File: src/rtl/booth_mac_acc.sv
// Frame accumulator for the Booth multiplier product bus: sums BLOCK_LEN signed
// products with saturation and presents the total on a valid/ready port.
module booth_mac_acc #(
  parameter int PROD_W    = 8,
  parameter int ACC_W     = 16,
  parameter int BLOCK_LEN = 4,
  localparam int CNT_W    = $clog2(BLOCK_LEN + 1)
) (
  input  logic              clk,
  input  logic              rst,
  input  logic              clr,
  input  logic              in_valid,
  output logic              in_ready,
  input  logic [PROD_W-1:0] prod,
  output logic              out_valid,
  input  logic              out_ready,
  output logic [ACC_W-1:0]  acc_out,
  output logic              ovf,
  output logic [CNT_W-1:0]  cnt
);

  // state | meaning
  // ACCUM | accepting products, building the frame sum
  // HOLD  | frame complete, result presented until out_ready
  typedef enum logic {ACCUM = 1'b0, HOLD = 1'b1} state_t;

  localparam logic [CNT_W-1:0] LAST    = CNT_W'(BLOCK_LEN - 1);
  localparam logic [ACC_W-1:0] ACC_MAX = {1'b0, {(ACC_W-1){1'b1}}};
  localparam logic [ACC_W-1:0] ACC_MIN = {1'b1, {(ACC_W-1){1'b0}}};

  state_t             state_q, state_d;
  logic [ACC_W-1:0]   acc_q, acc_d;
  logic               ovf_q, ovf_d;
  logic [CNT_W-1:0]   cnt_q, cnt_d;
  logic [ACC_W:0]     sum;
  logic [ACC_W-1:0]   sat_val;
  logic               sat_hit;

  // One guard bit above the accumulator exposes overflow as a sign mismatch.
  assign sum     = {acc_q[ACC_W-1], acc_q}
                 + {{(ACC_W+1-PROD_W){prod[PROD_W-1]}}, prod};
  assign sat_hit = sum[ACC_W] ^ sum[ACC_W-1];
  assign sat_val = !sat_hit ? sum[ACC_W-1:0] : (sum[ACC_W] ? ACC_MIN : ACC_MAX);

  always_ff @(posedge clk or posedge rst) begin
    if (rst) begin
      state_q <= ACCUM;
      acc_q   <= '0;
      ovf_q   <= 1'b0;
      cnt_q   <= '0;
    end else begin
      state_q <= state_d;
      acc_q   <= acc_d;
      ovf_q   <= ovf_d;
      cnt_q   <= cnt_d;
    end
  end

  always_comb begin
    state_d   = state_q;
    acc_d     = acc_q;
    ovf_d     = ovf_q;
    cnt_d     = cnt_q;
    in_ready  = (state_q == ACCUM) && !rst;
    out_valid = (state_q == HOLD);
    if (clr) begin
      // Flush wins over any accept or release in the same cycle.
      state_d = ACCUM;
      acc_d   = '0;
      ovf_d   = 1'b0;
      cnt_d   = '0;
    end else begin
      case (state_q)
        ACCUM: begin
          if (in_valid && in_ready) begin
            acc_d = sat_val;
            ovf_d = ovf_q | sat_hit;
            cnt_d = cnt_q + CNT_W'(1);
            if (cnt_q == LAST) state_d = HOLD;
          end
        end
        HOLD: begin
          if (out_ready) begin
            state_d = ACCUM;
            acc_d   = '0;
            ovf_d   = 1'b0;
            cnt_d   = '0;
          end
        end
        default: state_d = ACCUM;
      endcase
    end
  end

  assign acc_out = acc_q;
  assign ovf     = ovf_q;
  assign cnt     = cnt_q;

endmodule

File: config.mk
export PLATFORM = sky130hd
export DESIGN_NAME = booth_mac_acc
export DESIGN_NICKNAME = d
export VERILOG_FILES = /design/src/rtl/booth_mac_acc.sv
export SDC_FILE = /design/constraint.sdc
export NUM_CORES = 1
export LEC_CHECK = 0
export CELL_PAD_IN_SITES_DETAIL_PLACEMENT = 1
export CELL_PAD_IN_SITES_GLOBAL_PLACEMENT = 2
export CORE_ASPECT_RATIO = 0.7
export CORE_UTILIZATION = 30
export DETAILED_ROUTE_END_ITERATION = 10
export GPL_ROUTABILITY_DRIVEN = 0
export HOLD_SLACK_MARGIN = 0.03
export PLACE_DENSITY = 0.82
export SYNTH_ARGS = -nofsm -noshare
export SYNTH_HDL_FRONTEND = slang
export SYNTH_SLANG_ARGS = --single-unit
File: constraint.sdc
create_clock -name clk -period 7.7 [get_ports clk]
set_clock_uncertainty 0.2 [all_clocks]
set_input_delay 1.54 -clock clk [delete_from_list [all_inputs] [get_ports clk]]
set_output_delay 1.54 -clock clk [all_outputs]
set_load 0.01 [all_outputs]
== Yosys cells after proc, flatten, opt, wreduce, memory -nomap -nowiden ==
Index checks and enable logic that the tools add are counted.
W data, S select, Z words.

* Add/subtract/negate cells: 2
* Equal/unequal tests: 3
* Muxes and demuxes: 19
* Bitwise operators: 3
* Reduce and logical (&&, ||, !) cells: 4

{| class="wikitable"
|+ Operators with widths
! kind !! count
|-
| $mux W16 || 5
|-
| $pmux W16 S2 || 1
|-
| $add A16 B8 Y17 || 1
|-
| $mux W3 || 3
|-
| $mux W1 || 7
|-
| $pmux W3 S2 || 1
|-
| $pmux W1 S2 || 2
|-
| $add A3 B1 Y3 const B || 1
|-
| $eq A3 B2 Y1 const B || 1
|-
| $ne A3 B2 Y1 const B || 1
|-
| $ne A3 B3 Y1 const B || 1
|-
| $logic_and A1 B1 Y1 || 2
|-
| $reduce_and A2 Y1 || 1
|-
| $logic_not A1 Y1 || 1
|-
| $not A1 Y1 || 1
|-
| $or A1 B1 Y1 || 1
|-
| $xor A1 B1 Y1 || 1
|}

* Register bits: 21
* Input port bits: 13
* Output and inout port bits: 22
* Logic and storage cells: 35

== Depth between registers and ports, before layout ==
* Depth after elaboration: 6
* Depth in mapped cells: 10
* Gate-level depth less buffers: 9

== Worst setup path after synthesis ==
OpenSTA, ideal clock, no wires.

* Path type: input -> register
* Start point: input prod[0]
* End point: register acc_q[2] (netlist: acc_out[2])
* Library setup time: 0.121 ns
* Arrival: 3.721 ns
* Data required time: 7.379 ns
* Path slack: 3.658 ns
* Stages on the path: 10
* Path buffers: 1
* Path through: ha_1 > fa_1 > a21o_1 > a221oi_2 > a211oi_1 > o21ai_2 > a21oi_2 > buf_6 > maj3_1 > a22o_1

* Cells in the longest elaborated chain, start to end: 6
* Elaborated cells between the ends (all ways): 7
* Classes of those cells: 1 x add/sub; 5 x mux; 1 x bitwise

{| class="wikitable"
|+ Ends and longest elaborated chain
! element !! line !! text
|-
| start, declared || 14 || <nowiki>input logic [PROD_W-1:0] prod,</nowiki>
|-
| $add A16 B8 Y17 (*) || 41 || <nowiki>+ {{(ACC_W+1-PROD_W){prod[PROD_W-1]}}, prod};</nowiki>
|-
| $mux W16 or $xor A1 B1 Y1 (tied branches) || 43, 42 ||
|-
| $mux W16 (*) || 43 || <nowiki>assign sat_val = !sat_hit ? sum[ACC_W-1:0] : (sum[ACC_W] ? ACC_MIN : ACC_MAX);</nowiki>
|-
| $mux W16 (*) || 75 || <nowiki>if (in_valid && in_ready) begin</nowiki>
|-
| $pmux W16 S2 (*) || 73 || <nowiki>case (state_q)</nowiki>
|-
| $mux W16 (*) || 66 || <nowiki>if (clr) begin</nowiki>
|-
| end signal, assigned || 48 || <nowiki>acc_q <= '0;</nowiki>
|-
| end signal, assigned || 53 || <nowiki>acc_q <= acc_d;</nowiki>
|-
| end, declared || 32 || <nowiki>logic [ACC_W-1:0] acc_q, acc_d;</nowiki>
|}

Every way passes the cells marked *; elsewhere a longest branch is shown, timed or not. The select of a mux whose other input is x is not followed.
A chain may end at the register's enable or synchronous reset.

== Worst setup path after layout ==
* Start point: input prod[7]
* End point: register acc_q[6] (netlist: acc_out[6])

The elaborated chain is that of the path after synthesis.

==> summary.md <==
| Metric | Value |
|---|---|
| Vias in the first global route | approximately 1.5k |
| CP startpoint kind | input pin |
| R2R setup slack | between 4 and 5 ns |
| Slowest stage cell, crit path | clkdlybuf4s50_1 |
| Die X | roughly 93 um |
| Die area | ~6000 sq um |
| Area of the multi-input gates | around 1100 sq um |
| Crit path max fanout | 15 |
| DR WL/cell | about 17 um |
| Setup TNS | 0 ns |
| Remaining DRCs | 0 |
| Worst min-delay path class | reg -> reg |
| Met2 routed wirelength | roughly 2000 um |
| Crit-path cells | clkdlybuf4s50_1 > ha_1 > a21oi_1 > o21ai_1 > a311oi_2 > o41ai_4 > xor2_2 > nor2_1 > o311ai_1 |
| Crit-path leading delay family | compound AO/OA/AOI/OAI gates |
| Synth Register Bits | 21 |
| Root Buffer | clkbuf_8 |
| Setup violations, final | 0 |
| Syn_area_per_cell | 9.33 sq um |
| Post-CTS resize count | 0 |
| WP buf/inv | 1 |
| Unrepaired setup endpoints after global routing | false |
| Port Buffers | 34 |
| Critical Path RT | between 7 and 8 ns |
| FF/Latch Area | ~530 sq um |
| Sequential Power Share | 0.309 |
| Mapped cell area | 1740 sq um |
| Status | completed |
| Yosys cell types | 42 |
| Max Used Layer | met4 |
| Vias per inst | roughly 5.4 |
| Clock latency at the later pin of the worst-skew pair | roughly 0.26 ns |
| Ys async rst share | 1.00 |
| Critical path's largest stage delay | between 0.6 and 0.7 ns |
| Setup crit end kind | register |
| 1st-pass router iterations | 4 |
| Relative slew slack | 0.438 |
| Gr usage total | 0.168 |
| DR iter-0 viols | 55 |
| Reg clk slew, reported paths | 0.08 ns |
| Fin crit share | 0.620 |
| Initial antenna violation count | 0 |
| GRT overflow | 0 |
| Worst R2R Start | acc_out[0] |
| Finished Core Util | 0.400 |
| Share of cells above drive strength 1 | 0.0648 |
| Core footprint | 5420 sq um |
| Starting Density | 0.322 |
| Fraction of power consumed by the clock network | 0.163 |
| Cell Pwr Density | ~210 nW/um^2 |
| Final hold vios | 0 |
| HP Start | acc_out[5] |
| Die Span Y | 65.8 um |
| CP Class | in -> reg |
| # rows | 22 |
| Switching Share | 0.415 |
| CTS Buf Count | 3 |
| Global-route wire length before repair | between 7000 and 8000 um |
| Most common cell after layout, fill and taps aside | clkdlybuf4s50_1 |
| Antenna fix cells | 0 |
| I/O pin count | 35 |
| Via count | around 1.5k |
| Layout filler cell count | about 620 |
| Minimum clock period | 4.77 ns |
| WP data arrival | between 4 and 5 ns |
| Internal power | 267 uW |
| Max-Cap Viols | 0 |
| CTS tree | yes |
| Cts hold-fix bufs | 0 |
| Area Overhead vs Synth | 24.4% |
| Clock Sink Count | 21 |
| FF-to-FF End | acc_out[6] |
| Register area share after synthesis | 0.301 |
| Postcts setup bufs | 0 |
| P_leak | approximately 0.00095 uW |
| Hold EP | acc_out[5] |
| Syn Nets | ~220 |
| Worst hold path cell count | 2 |
| Most frequent cells in the layout | clkdlybuf4s50_1, dfrtp_1, ha_1 |
| Fmax achieved | 209 MHz |
| Htree depth | 1 |
| Worst reg-to-reg path cell count | 9 |
| Primary FF master, synth | dfrtp_1 |
| Antenna viol nets, final | 0 |
| Post-synth EDFFs | 0 |
| Largest net degree at the start of global routing | 23 |
| Power share of the combinational group | 0.528 |
| NetSw | 189 uW |
| Final Net Count | about 250 |
| Wire length on met3 | 221 um |
| CTS max path bufs | 2 |
| Max IR drop VDD | a little over 0.09 mV |
| Post-DP HPWL | slightly below 4000 um |
| Max Slew Vio Count | 0 |
| Cell count after synthesis | 187 |
| Synthesis Warnings | 0 |
| Tightest Pin Transition | 0.840 ns |
| Routed WL | around 4900 um |
| DRT met1 WL | ~2700 um |
## cells by family (layout without fill, tap and decap cells)
kind of cell / after synthesis / after routing / share of synthesized area
buf+inv: 14 / 43 / 0.0395
compound gates: 72 / 72 / 0.300
xor+xnor: 14 / 14 / 0.0746
fa+ha+maj: 24 / 24 / 0.169
flops: 21 / 21 / 0.301
simple gates: 42 / 42 / 0.115
## synthesized netlist by cell type (2+ instances only)
| cell | count | area share |
|---|---|---|
| a211oi_1 | 2 | 0.0086 |
| a21o_1 | 6 | 0.026 |
| a21oi_1 | 15 | 0.043 |
| a21oi_2 | 2 | 0.010 |
| a22o_1 | 6 | 0.030 |
| a31oi_1 | 5 | 0.018 |
| a32oi_1 | 3 | 0.015 |
| and2_1 | 2 | 0.0072 |
| and3_1 | 3 | 0.011 |
| buf_6 | 2 | 0.013 |
| clkbuf_1 | 6 | 0.013 |
| dfrtp_1 | 21 | 0.30 |
| ha_1 | 18 | 0.13 |
| inv_1 | 5 | 0.011 |
| maj3_1 | 5 | 0.029 |
| nand2_1 | 15 | 0.032 |
| nand3_1 | 5 | 0.014 |
| nor2_1 | 10 | 0.022 |
| nor2b_1 | 2 | 0.0072 |
| o211ai_1 | 2 | 0.0086 |
| o21ai_0 | 12 | 0.034 |
| o21ai_1 | 4 | 0.011 |
| o311ai_1 | 6 | 0.030 |
| xnor2_1 | 4 | 0.020 |
| xor2_1 | 9 | 0.045 |
## stage by stage
step                      power, uW  hold WS [ns]  cell area, sq um  worst slack, ns  std cells
after detailed placement        382         0.308              2120             2.70        284
after CTS                       458         0.325              2170             2.94        288
after global placement          379         0.309              2120             2.84        284
final                           456         0.323              2170             2.93        288
after global routing            486         0.338              2170             2.76        288
after floorplan                 306         0.315              1740             3.66        187
## per-layer routing
layer	track usage	up-vias
met1	0.269	736
met4	0.0212	0
li1	-	763
met5	0	-
met2	0.232	39
met3	0.0333	3
## final cells by class
cell class / instances / share of cell area
timing repair buffer: 34 / 0.157
sequential: 21 / 0.242
inverter: 5 / 0.00865
tap: 72 / 0.0415
clock buffer: 4 / 0.0208
multi-input combinational: 152 / 0.530
## tightest hold or removal path: stages (launching register included)
cell and delay (ns):
dfrtp_1 0.37, nand2_1 0.06, o311ai_1 0.07
## worst max-delay path by stage
stage,start,endpoint,slack [ns],depth (start not counted)
after floorplan,prod[0],acc_out[2],3.66,10
after global placement,prod[7],acc_out[5],2.84,9
after detailed placement,prod[7],acc_out[6],2.70,9
after CTS,prod[7],acc_out[6],2.94,9
after global routing,prod[7],acc_out[6],2.76,9
final,prod[7],acc_out[6],2.93,9
## registers in the layout (all words and copies together) (netlist names)
register / count
out_valid: 1
cnt: 3
ovf: 1
acc_out: 16
## power by group through the flow
stage / Sequential (uW) / Combinational [uW] / Clock, uW
6_report: 141 / 241 / 74.1
5_1_grt: 143 / 264 / 78.8
4_1_cts: 142 / 241 / 74.8
3_5_place_dp: 143 / 239 / 0
3_3_place_gp: 143 / 236 / 0
2_1_floorplan: 145 / 161 / 0
Note: power is estimated with default switching activity, not from simulation.
